File: config.mk
export PLATFORM = sky130hd
export DESIGN_NAME = apple_field
export DESIGN_NICKNAME = d
export VERILOG_FILES = /design/src/rtl/apple_pkg.sv /design/src/rtl/apple_lfsr.sv /design/src/rtl/apple_field.sv
export SDC_FILE = /design/constraint.sdc
export NUM_CORES = 1
export LEC_CHECK = 0
export ABC_AREA = 0
export CORE_MARGIN = 3
export CORE_UTILIZATION = 23
export CTS_CLUSTER_SIZE = 10
export DETAILED_ROUTE_END_ITERATION = 8
export HOLD_SLACK_MARGIN = 0.06
export PLACE_DENSITY = 0.35
export SKIP_LAST_GASP = 1
export SYNTH_ARGS = -nofsm -noshare
export SYNTH_HDL_FRONTEND = slang
export SYNTH_SLANG_ARGS = --single-unit
File: constraint.sdc
create_clock -name clk -period 6.8 [get_ports clk]
set_input_delay 1.36 -clock clk [delete_from_list [all_inputs] [get_ports clk]]
set_output_delay 1.36 -clock clk [all_outputs]
set_load 0.005 [all_outputs]
File: src/rtl/apple_pkg.sv
// Shared types and constants for the apple field: screen defaults, state enum,
// LFSR feedback mask, start-of-game position table and respawn range folding.
package apple_pkg;

    localparam int APPLE_SIZE_DEF = 14;
    localparam int SCR_W_DEF      = 640;
    localparam int SCR_H_DEF      = 480;

    // Galois feedback mask for x^16+x^14+x^13+x^11+1 (right-shifting form)
    localparam logic [15:0] LFSR_POLY = 16'hB400;

    typedef enum logic [1:0] {
        ACTIVE,
        EATEN,
        RESPAWN
    } apple_state_t;

    function automatic logic [9:0] default_x(input int idx, input int span);
        case (idx)
            0:       return 10'd35;
            1:       return 10'd135;
            2:       return 10'd205;
            3:       return 10'd440;
            4:       return 10'd600;
            default: return 10'((idx * 97) % span);
        endcase
    endfunction

    function automatic logic [9:0] default_y(input int idx, input int span);
        case (idx)
            0:       return 10'd80;
            1:       return 10'd300;
            2:       return 10'd400;
            3:       return 10'd290;
            4:       return 10'd50;
            default: return 10'((idx * 61) % span);
        endcase
    endfunction

    // Wraps a raw 10-bit random coordinate into [0, span); below 2*span this is a single subtract
    function automatic logic [9:0] fold_pos(input logic [9:0] v, input int span);
        int t;
        t = int'(v);
        return 10'(t % span);
    endfunction

endpackage

File: src/rtl/apple_lfsr.sv
// Seedable 16-bit Galois LFSR supplying respawn coordinates; a zero seed is replaced by 1.
module apple_lfsr
    import apple_pkg::*;
#(
    parameter logic [15:0] SEED = 16'hACE1
) (
    input  logic        clk,
    input  logic        rst,
    input  logic        en,
    output logic [15:0] lfsr
);

    localparam logic [15:0] SEED_NZ = (SEED == 16'h0000) ? 16'h0001 : SEED;

    always_ff @(posedge clk) begin
        if (!rst) begin
            lfsr <= SEED_NZ;
        end else if (en) begin
            lfsr <= {1'b0, lfsr[15:1]} ^ (lfsr[0] ? LFSR_POLY : 16'h0000);
        end
    end

endmodule

File: src/rtl/apple_field.sv
// Apple field: per-pixel apple coverage, head collision per game tick, score keeping
// and delayed pseudo-random respawn of eaten apples.
module apple_field
    import apple_pkg::*;
#(
    parameter int          NUM_APPLES    = 5,
    parameter int          APPLE_SIZE    = APPLE_SIZE_DEF,
    parameter int          SCR_W         = SCR_W_DEF,
    parameter int          SCR_H         = SCR_H_DEF,
    parameter int          RESPAWN_TICKS = 8,
    parameter int          SCORE_W       = 8,
    parameter logic [15:0] LFSR_SEED     = 16'hACE1
) (
    input  logic                  clk,
    input  logic                  rst,
    input  logic                  update,
    input  logic [9:0]            xLength,
    input  logic [9:0]            yLength,
    input  logic [9:0]            head_x,
    input  logic [9:0]            head_y,
    output logic [NUM_APPLES-1:0] apple,
    output logic                  eaten,
    output logic [NUM_APPLES-1:0] eaten_mask,
    output logic [SCORE_W-1:0]    score,
    output logic                  all_eaten
);

    localparam int X_SPAN = SCR_W - APPLE_SIZE;
    localparam int Y_SPAN = SCR_H - APPLE_SIZE;
    localparam int CNT_W  = $clog2(NUM_APPLES + 1);
    localparam int SUM_W  = ((SCORE_W > CNT_W) ? SCORE_W : CNT_W) + 1;
    localparam logic [SCORE_W-1:0]    SCORE_MAX = '1;
    localparam logic [NUM_APPLES-1:0] ONE_VEC   = NUM_APPLES'(1);

    function automatic logic inside_box(input logic [9:0] px, input logic [9:0] py,
                                        input logic [9:0] ax, input logic [9:0] ay);
        logic [10:0] x0, y0, x1, y1;
        x0 = {1'b0, ax};
        y0 = {1'b0, ay};
        x1 = x0 + 11'(APPLE_SIZE);
        y1 = y0 + 11'(APPLE_SIZE);
        return ({1'b0, px} >= x0) && ({1'b0, px} < x1) &&
               ({1'b0, py} >= y0) && ({1'b0, py} < y1);
    endfunction

    logic                  update_q;
    logic                  tick;
    logic [15:0]           lfsr;
    logic [9:0]            spawn_x;
    logic [9:0]            spawn_y;
    logic [NUM_APPLES-1:0] hit;
    logic [NUM_APPLES-1:0] req;
    logic [NUM_APPLES-1:0] grant;
    logic [NUM_APPLES-1:0] cov;
    logic [NUM_APPLES-1:0] active_next;
    logic [CNT_W-1:0]      hit_cnt;
    logic [SUM_W-1:0]      score_sum;
    logic [SCORE_W-1:0]    score_n;

    assign tick    = update & ~update_q;
    assign spawn_x = fold_pos(lfsr[9:0], X_SPAN);
    assign spawn_y = fold_pos(lfsr[15:6], Y_SPAN);

    // Lowest requesting index wins; at most one apple respawns per tick
    assign grant = req & (~req + ONE_VEC);

    apple_lfsr #(
        .SEED (LFSR_SEED)
    ) u_lfsr (
        .clk  (clk),
        .rst  (rst),
        .en   (1'b1),
        .lfsr (lfsr)
    );

    for (genvar g = 0; g < NUM_APPLES; g++) begin : g_apple
        apple_state_t state;
        apple_state_t state_n;
        logic [7:0]   timer;
        logic [7:0]   timer_n;
        logic [9:0]   ax;
        logic [9:0]   ay;
        logic [9:0]   ax_n;
        logic [9:0]   ay_n;

        // An apple whose delay expires this tick may be granted at once, skipping the pending state
        assign hit[g]         = tick && (state == ACTIVE) && inside_box(head_x, head_y, ax, ay);
        assign req[g]         = tick && ((state == RESPAWN) || ((state == EATEN) && (timer == 8'd0)));
        assign cov[g]         = (state == ACTIVE) && inside_box(xLength, yLength, ax, ay);
        assign active_next[g] = (state_n == ACTIVE);

        always_comb begin
            state_n = state;
            timer_n = timer;
            ax_n    = ax;
            ay_n    = ay;
            if (tick) begin
                case (state)
                    ACTIVE: begin
                        if (hit[g]) begin
                            state_n = EATEN;
                            timer_n = 8'(RESPAWN_TICKS);
                        end
                    end
                    EATEN: begin
                        if (timer != 8'd0) begin
                            timer_n = timer - 8'd1;
                        end else if (grant[g]) begin
                            state_n = ACTIVE;
                            ax_n    = spawn_x;
                            ay_n    = spawn_y;
                        end else begin
                            state_n = RESPAWN;
                        end
                    end
                    RESPAWN: begin
                        if (grant[g]) begin
                            state_n = ACTIVE;
                            ax_n    = spawn_x;
                            ay_n    = spawn_y;
                        end
                    end
                    default: state_n = ACTIVE;
                endcase
            end
        end

        always_ff @(posedge clk) begin
            if (!rst) begin
                state <= ACTIVE;
                timer <= 8'd0;
                ax    <= default_x(g, X_SPAN);
                ay    <= default_y(g, Y_SPAN);
            end else begin
                state <= state_n;
                timer <= timer_n;
                ax    <= ax_n;
                ay    <= ay_n;
            end
        end
    end

    always_comb begin
        hit_cnt = '0;
        for (int i = 0; i < NUM_APPLES; i++) begin
            hit_cnt = hit_cnt + CNT_W'(hit[i]);
        end
        score_sum = SUM_W'(score) + SUM_W'(hit_cnt);
        score_n   = (score_sum > SUM_W'(SCORE_MAX)) ? SCORE_MAX : score_sum[SCORE_W-1:0];
    end

    always_ff @(posedge clk) begin
        if (!rst) begin
            update_q   <= 1'b0;
            apple      <= '0;
            eaten      <= 1'b0;
            eaten_mask <= '0;
            score      <= '0;
            all_eaten  <= 1'b0;
        end else begin
            update_q   <= update;
            apple      <= cov;
            eaten      <= |hit;
            eaten_mask <= hit;
            score      <= score_n;
            all_eaten  <= ~|active_next;
        end
    end

endmodule

==> results.md, run 1 <==
- Root Buffer: clkbuf_16
- GP Congestion: 0.800
- EDFF count, synth: 0
- Via density: 4.83
- Hold Crit Start: g_apple[2].ax[9]$_SDFFE_PN0P_
- Post-place setup slack: 0.351 ns
- Fillers: 7942
- Final Skew: 0.0167 ns
- Maximum VDD drop: 0.163 mV
- Tightest Pin Transition: 1.18 ns
- Pin count of the biggest net entering global routing: 49
- Most frequent cells in the layout: ha_1, nand2_1, dfxtp_1
- Hold depth: 2
- Worst reg2reg path endpoint: score[4]$_SDFF_PN0_
- Total Wirelength: 62.1 mm
- Die width: 280 um
- Syn_area_per_cell: 8.26 um^2
- Pleak: 0.00835 uW
- Critical Path End Type: register
- Grt ovf: 0
- Mapped Area: 17200 um^2
- Prevailing post-synth register cell: dfxtp_1
- Sequential area share after synthesis: 0.217
- Area growth, synth to finish: 15.5%
- YS warnings: 0
- Iter 0 DRT Violations: 737
- CTS tree: done
- Routed Antenna Nets: 0
- Worst Path Arrival: 6.27 ns
- Max FO, Critical Path: 9
- Port Buffer Count: 62
- Overall routing resource usage: 0.160
- Die Ht: 280 um
- Die area: 78300 um^2
- Clock sinks: 187
- I/O pin count: 63
- Clock Pin Slew Worst Setup and Hold Paths: 0.08 ns
- PwrDens: 145 nW/um^2
- Clock Latency Late Sink: 0.50 ns
- Clock period minus worst slack: 5.90 ns
- First-pass GRT wire length: 94.2 mm
- HPWL after detailed placement: 49.3 mm
- Setup slack, reg-to-reg: 1.08 ns
- Initial Utilization: 0.234
- Final Max Tran Viols: 0
- Post-CTS resize count: 0
- Ys async rst share: 0
- RSZ-0062 raised after global routing: false
- Routed length per instance: 19.8 um
- Number of global-route vias before repair: 15305
- Worst hold slack: 0.464 ns
- CP Data Required Time: 7.17 ns
- Core region area: 73600 um^2
- Final WS setup: 0.903 ns
- Max Cap Viol: 0
- Fin nets: 2609
- Crit share post-route: 0.867
- Final hold vios: 0
- Cts bufs inserted: 17
- Syn Inst Count: 2088
- Syn nets: 2531
- CTS Buffer Depth: 2
- R2R Path Start: g_apple[2].ay[1]$_SDFFE_PN0P_
- Worst R2R Path Depth: 23
- #FFs+latches synth: 187
- Slew headroom: 0.214
- Post-route setup TNS: 0 ns
- Unique cell type count in the Yosys netlist: 84
- Num rows: 99
- H-tree lvl count: 4
- Initial antenna violation count: 1
- Layout cells sized above 1: 0.0560
- Residual DRC: 0
- Post-CTS setup buffers: 0
- Hold buffer count at CTS: 0
- Setup Crit Path Kind: input pin to register
- Worst Setup Start Kind: input pin
- Utilization after layout: 0.271
- Class of the worst hold path: register to register
- Most common cell after layout, fill and taps aside: ha_1
- Achievable Freq: 0.170 GHz
- # setup viols final: 0
- 1st-pass router iterations: 5
- Outcome: complete, no violations
- Hold worst-path end: g_apple[2].ax[9]$_SDFFE_PN0P_
- Via count: 15154
[layer usage]
layer  up-vias  GRT usage  wire (um)
met5         -          0          0
met1      7211      0.209      30100
met4         0     0.0468       1290
met2       172      0.273      29200
met3        48     0.0241       1530
li1       7723          -          -
[critical path: stages]
cell	delay [ns]
clkdlybuf4s50_1	0.50
buf_4	0.24
ha_1	0.21
nor3_1	0.07
a2111oi_0	0.38
o21ai_0	0.22
a211o_1	0.34
a2111o_1	0.35
nor3_4	0.31
fa_1	0.23
inv_1	0.05
fa_1	0.47
inv_1	0.04
ha_1	0.19
fa_1	0.40
a21oi_1	0.17
nor2b_1	0.08
and3_1	0.21
and3_1	0.25
nor2_1	0.12
nor2_1	0.04
[registers in the layout, summed over array words and instances, names as in the netlist]
name,count
g_apple.ay,50
eaten,1
apple,5
update_q,1
u_lfsr.lfsr,16
eaten_mask,5
g_apple.ax,50
all_eaten,1
g_apple.state,10
g_apple.timer,40
score,8
[stage by stage]
step,instances,instance area (um^2),total power [uW]
floorplan,2088,17200,1480
global placement,3106,19300,1760
detailed placement,3106,19300,1770
CTS,3138,19900,2950
global route,3138,19900,3050
finish,3139,19900,2880
[layout make-up]
class                           count  area (um^2)  share of cell area
Clock buffer                       17          425              0.0214
Tap cell                          959         1200              0.0603
Timing Repair Buffer              115         1020              0.0510
Clock inverter                     15          224              0.0112
Sequential cell                   187         3740               0.188
Antenna cell                        1         2.50            0.000126
Inverter                          128          482              0.0242
Multi-Input combinational cell   1717        12800               0.644
[cells by family after synthesis]
| kind of cell | count (synthesis) | synth area share |
|---|---|---|
| flops | 187 | 0.217 |
| simple gates | 648 | 0.181 |
| compound gates | 537 | 0.201 |
| mux | 11 | 0.00653 |
| xor+xnor | 118 | 0.0599 |
| buf+inv | 184 | 0.0409 |
| fa+ha+maj | 403 | 0.293 |
[report_power, final]
group | internal (uW) | switching, uW | total, uW
combinational | 224 | 373 | 597
clock | 569 | 580 | 1150
sequential | 1110 | 26.9 | 1140
[synth_stat cells, types with 10 or more instances]
library cell / n / area (um^2)
o21ai_0: 113 / 566
o31ai_1: 12 / 90.1
xor2_1: 18 / 158
nor4_1: 19 / 119
clkbuf_1: 41 / 154
nor3_1: 37 / 185
and3_1: 17 / 106
a21o_1: 38 / 285
inv_1: 121 / 454
xnor2_1: 100 / 876
o211ai_1: 45 / 338
o2111ai_1: 11 / 96.3
and2_1: 10 / 62.6
or3_1: 15 / 93.8
nand2_1: 187 / 702
nand2b_1: 47 / 294
nand3_1: 54 / 270
a31oi_1: 13 / 81.3
nor2b_1: 28 / 175
a21oi_1: 157 / 786
nand4_1: 17 / 106
ha_1: 397 / 4970
dfxtp_1: 187 / 3740
o21a_1: 31 / 233
nor2_1: 178 / 668
a211oi_1: 47 / 353
[how the worst max path moves through the flow]
stage,from,to,slack [ns],depth (start not counted)
after floorplan,head_y[6],score[2]$_SDFF_PN0_,1.42,20
after global routing,g_apple[2].ay[1]$_SDFFE_PN0P_,score[3]$_SDFF_PN0_,0.52,24
after CTS,head_y[6],score[4]$_SDFF_PN0_,0.93,20
after global placement,head_y[6],score[5]$_SDFF_PN0_,0.39,20
final,head_y[8],score[4]$_SDFF_PN0_,0.90,21
after detailed placement,head_y[6],score[5]$_SDFF_PN0_,0.35,20
(Power assumes the default switching activity.)
==> run 2, diff against run 1 <==
--- a/config.mk
+++ b/config.mk
@@ -7,12 +7,13 @@
 export LEC_CHECK = 0
 export ABC_AREA = 0
 export CORE_MARGIN = 3
-export CORE_UTILIZATION = 23
+export CORE_UTILIZATION = 59
 export CTS_CLUSTER_SIZE = 10
 export DETAILED_ROUTE_END_ITERATION = 8
 export HOLD_SLACK_MARGIN = 0.06
-export PLACE_DENSITY = 0.35
+export PLACE_DENSITY = 0.75
 export SKIP_LAST_GASP = 1
+export SLEW_MARGIN = 10
 export SYNTH_ARGS = -nofsm -noshare
 export SYNTH_HDL_FRONTEND = slang
 export SYNTH_SLANG_ARGS = --single-unit
==> run 2 against run 1 <==
Effect of this change:
- global-route usage grew 16 points
- via count up 3.6%
- clock skew about the same
- sequential power is essentially flat
- die area shrank 60%
- combinational power is 6.5% lower
- clock power fell by 6%
- critical path depth down 1
- highest routed layer unchanged
==> results.md, run 2 (same netlist as run 1, synthesis figures left out) <==
- Outcome: complete, no violations
- CP Data Required Time: 7.10 ns (-0.07 ns)
- Slew headroom: 0.216 (+0.00215)
- Pin count of the biggest net entering global routing: 67 (+37%)
- Critical path's slowest cell: clkdlybuf4s50_1
- Setup slack, reg-to-reg: 0.95 ns (-0.13 ns)
- Port Buffer Count: 62 (unchanged)
- Grt ovf: 0 (unchanged)
- Design area: 18900 um^2 (-4.9%)
- Residual DRC: 0 (unchanged)
- Overall routing resource usage: 0.319 (+0.159)
- Clock period minus worst slack: 6.05 ns (+0.156 ns)
- Clock sinks: 187 (unchanged)
- Tightest Pin Transition: 1.17 ns (-0.00869 ns)
- CP peak stage delay: 0.54 ns (+0.04 ns)
- Die width: 177 um (-37%)
- Final Skew: 0.0172 ns (+0.000475 ns)
- Iter 0 DRT Violations: 1322 (+79%)
- Critical Path End Type: register
- Post-route setup TNS: 0 ns (unchanged)
- R2R Path Start: g_apple[2].ay[1]$_SDFFE_PN0P_
- Top Registers: g_apple.ax (50), g_apple.ay (50), g_apple.timer (40)
- Fin nets: 2584 (-0.96%)
- H-tree lvl count: 4 (unchanged)
- Initial antenna violation count: 1 (unchanged)
- Core region area: 28300 um^2 (-62%)
- I/O pin count: 63 (unchanged)
- PwrDens: 147 nW/um^2 (+1.3%)
- Area growth, synth to finish: 9.85%
- Final Max Tran Viols: 0 (unchanged)
- Cts bufs inserted: 17 (unchanged)
- Worst Setup Start Kind: input pin
- Die Ht: 177 um (-37%)
- Die area: 31300 um^2 (-60%)
- Achievable Freq: 0.165 GHz (-2.6%)
- Final hold vios: 0 (unchanged)
- Via count: 15697 (+3.6%)
- Via density: 6.20 (+28%)
- 1st-pass router iterations: 7 (+2)
- DP Area: 18300 um^2 (-4.8%)
- Routed Antenna Nets: 0 (unchanged)
- Routed length per instance: 19.7 um (-0.31%)
- Most frequent cells in the layout: ha_1, nand2_1, dfxtp_1
- Hold buffer count at CTS: 0 (unchanged)
- Total Wirelength: 49.9 mm (-20%)
- First-pass GRT wire length: 79.9 mm (-15%)
- Clock Pin Slew Worst Setup and Hold Paths: 0.08 ns (about the same)
- Most common cell after layout, fill and taps aside: ha_1
- Hold worst-path end: g_apple[0].ay[2]$_SDFFE_PN0P_
- Post-CTS resize count: 0 (unchanged)
- Clock Latency Late Sink: 0.46 ns (-0.04 ns)
- Max Cap Viol: 0 (unchanged)
- N_diodes: 0 (-1)
- Number of global-route vias before repair: 15448 (+0.93%)
- Worst Path Arrival: 6.35 ns (+0.08 ns)
- Cell Chain, Critical Path: clkdlybuf4s50_1 > ha_1 > nor3_1 > a2111oi_0 > o21ai_0 > a211o_1 > a2111o_1 > nor3_4 > fa_1 > inv_1 > fa_1 > inv_1 > ha_1 > fa_1 > a21oi_1 > nor2b_1 > and3_1 > and3_1 > nor2_1 > nor2_1
- HPWL after detailed placement: 38.2 mm (-23%)
- Root Buffer: clkbuf_16
- CTS tree: done
- Setup Crit Path Kind: input pin to register
- GP Congestion: 0.946 (+18%)
- CTS Buffer Depth: 2 (unchanged)
- Hold depth: 2 (unchanged)
- Maximum VDD drop: 0.163 mV (about the same)
- Pleak: 0.00822 uW (-1.5%)
- Num rows: 61 (-38%)
- Max FO, Critical Path: 6 (-3)
- Most common cell on crit path: fa_1
- Worst R2R Path Depth: 22 (-4.3%)
- Worst reg2reg path endpoint: score[2]$_SDFF_PN0_
- Hold Crit Start: g_apple[0].ay[2]$_SDFFE_PN0P_
- Post-CTS setup buffers: 0 (unchanged)
- Layout cells sized above 1: 0.0437 (-0.0123)
- # setup viols final: 0 (unchanged)
- Crit share post-route: 0.890 (+0.0230)
- RSZ-0062 raised after global routing: false
- Class of the worst hold path: register to register
- Initial Utilization: 0.609 (+0.375)
[run 2: cell type report]
type | instances | area (um^2)
inverter | 128 | 480
timing repair buffer | 90 | 826
multi-input combinational | 1717 | 12800
tap | 378 | 473
sequential | 187 | 3740
clock buffer | 18 | 439
fill | 2419 | 9370
clock inverter | 13 | 178
[run 2: worst max-delay path: cells and delay by family]
family          cells  cell delay [ns]
compound gates      5             1.59
simple gates        7             1.24
buf+inv             3             0.64
fa+ha+maj           5             1.52
[run 2: worst max path at each step]
stage	from	end	depth (start not counted)
after floorplan	head_y[6]	score[2]$_SDFF_PN0_	20
after global placement	head_y[9]	score[4]$_SDFF_PN0_	20
after detailed placement	head_y[8]	score[3]$_SDFF_PN0_	20
after CTS	head_y[8]	score[2]$_SDFF_PN0_	20
after global routing	head_y[9]	score[2]$_SDFF_PN0_	20
final	head_y[9]	score[2]$_SDFF_PN0_	20
[run 2: metrics by stage]
step                      hold WS, ns  cells  utilization  total power, uW  setup WS (ns)
after floorplan                 0.436   2088            -             1480           1.42
after global placement          0.445   2500        0.647             1690          0.601
after detailed placement        0.456   2500        0.647             1710          0.491
after CTS                       0.466   2531        0.669             2770          0.802
after global routing            0.479   2531        0.669             2890          0.414
final                           0.471   2531        0.669             2780          0.747
[run 2: metal layers]
layer / share of wire / GRT usage / vias up
met3: 0.056 / 0.0332 / 101
met1: 0.45 / 0.425 / 7438
li1: - / - / 7669
met5: 0 / 0 / -
met4: 0.024 / 0.0877 / 0
met2: 0.47 / 0.550 / 489
[run 2: power breakdown]
group          switching (uW)  leakage [uW]  internal (uW)
logic                     346       0.00641            212
registers                26.5       0.00151           1110
clock network             514      0.000305            570
total                     886       0.00822           1890
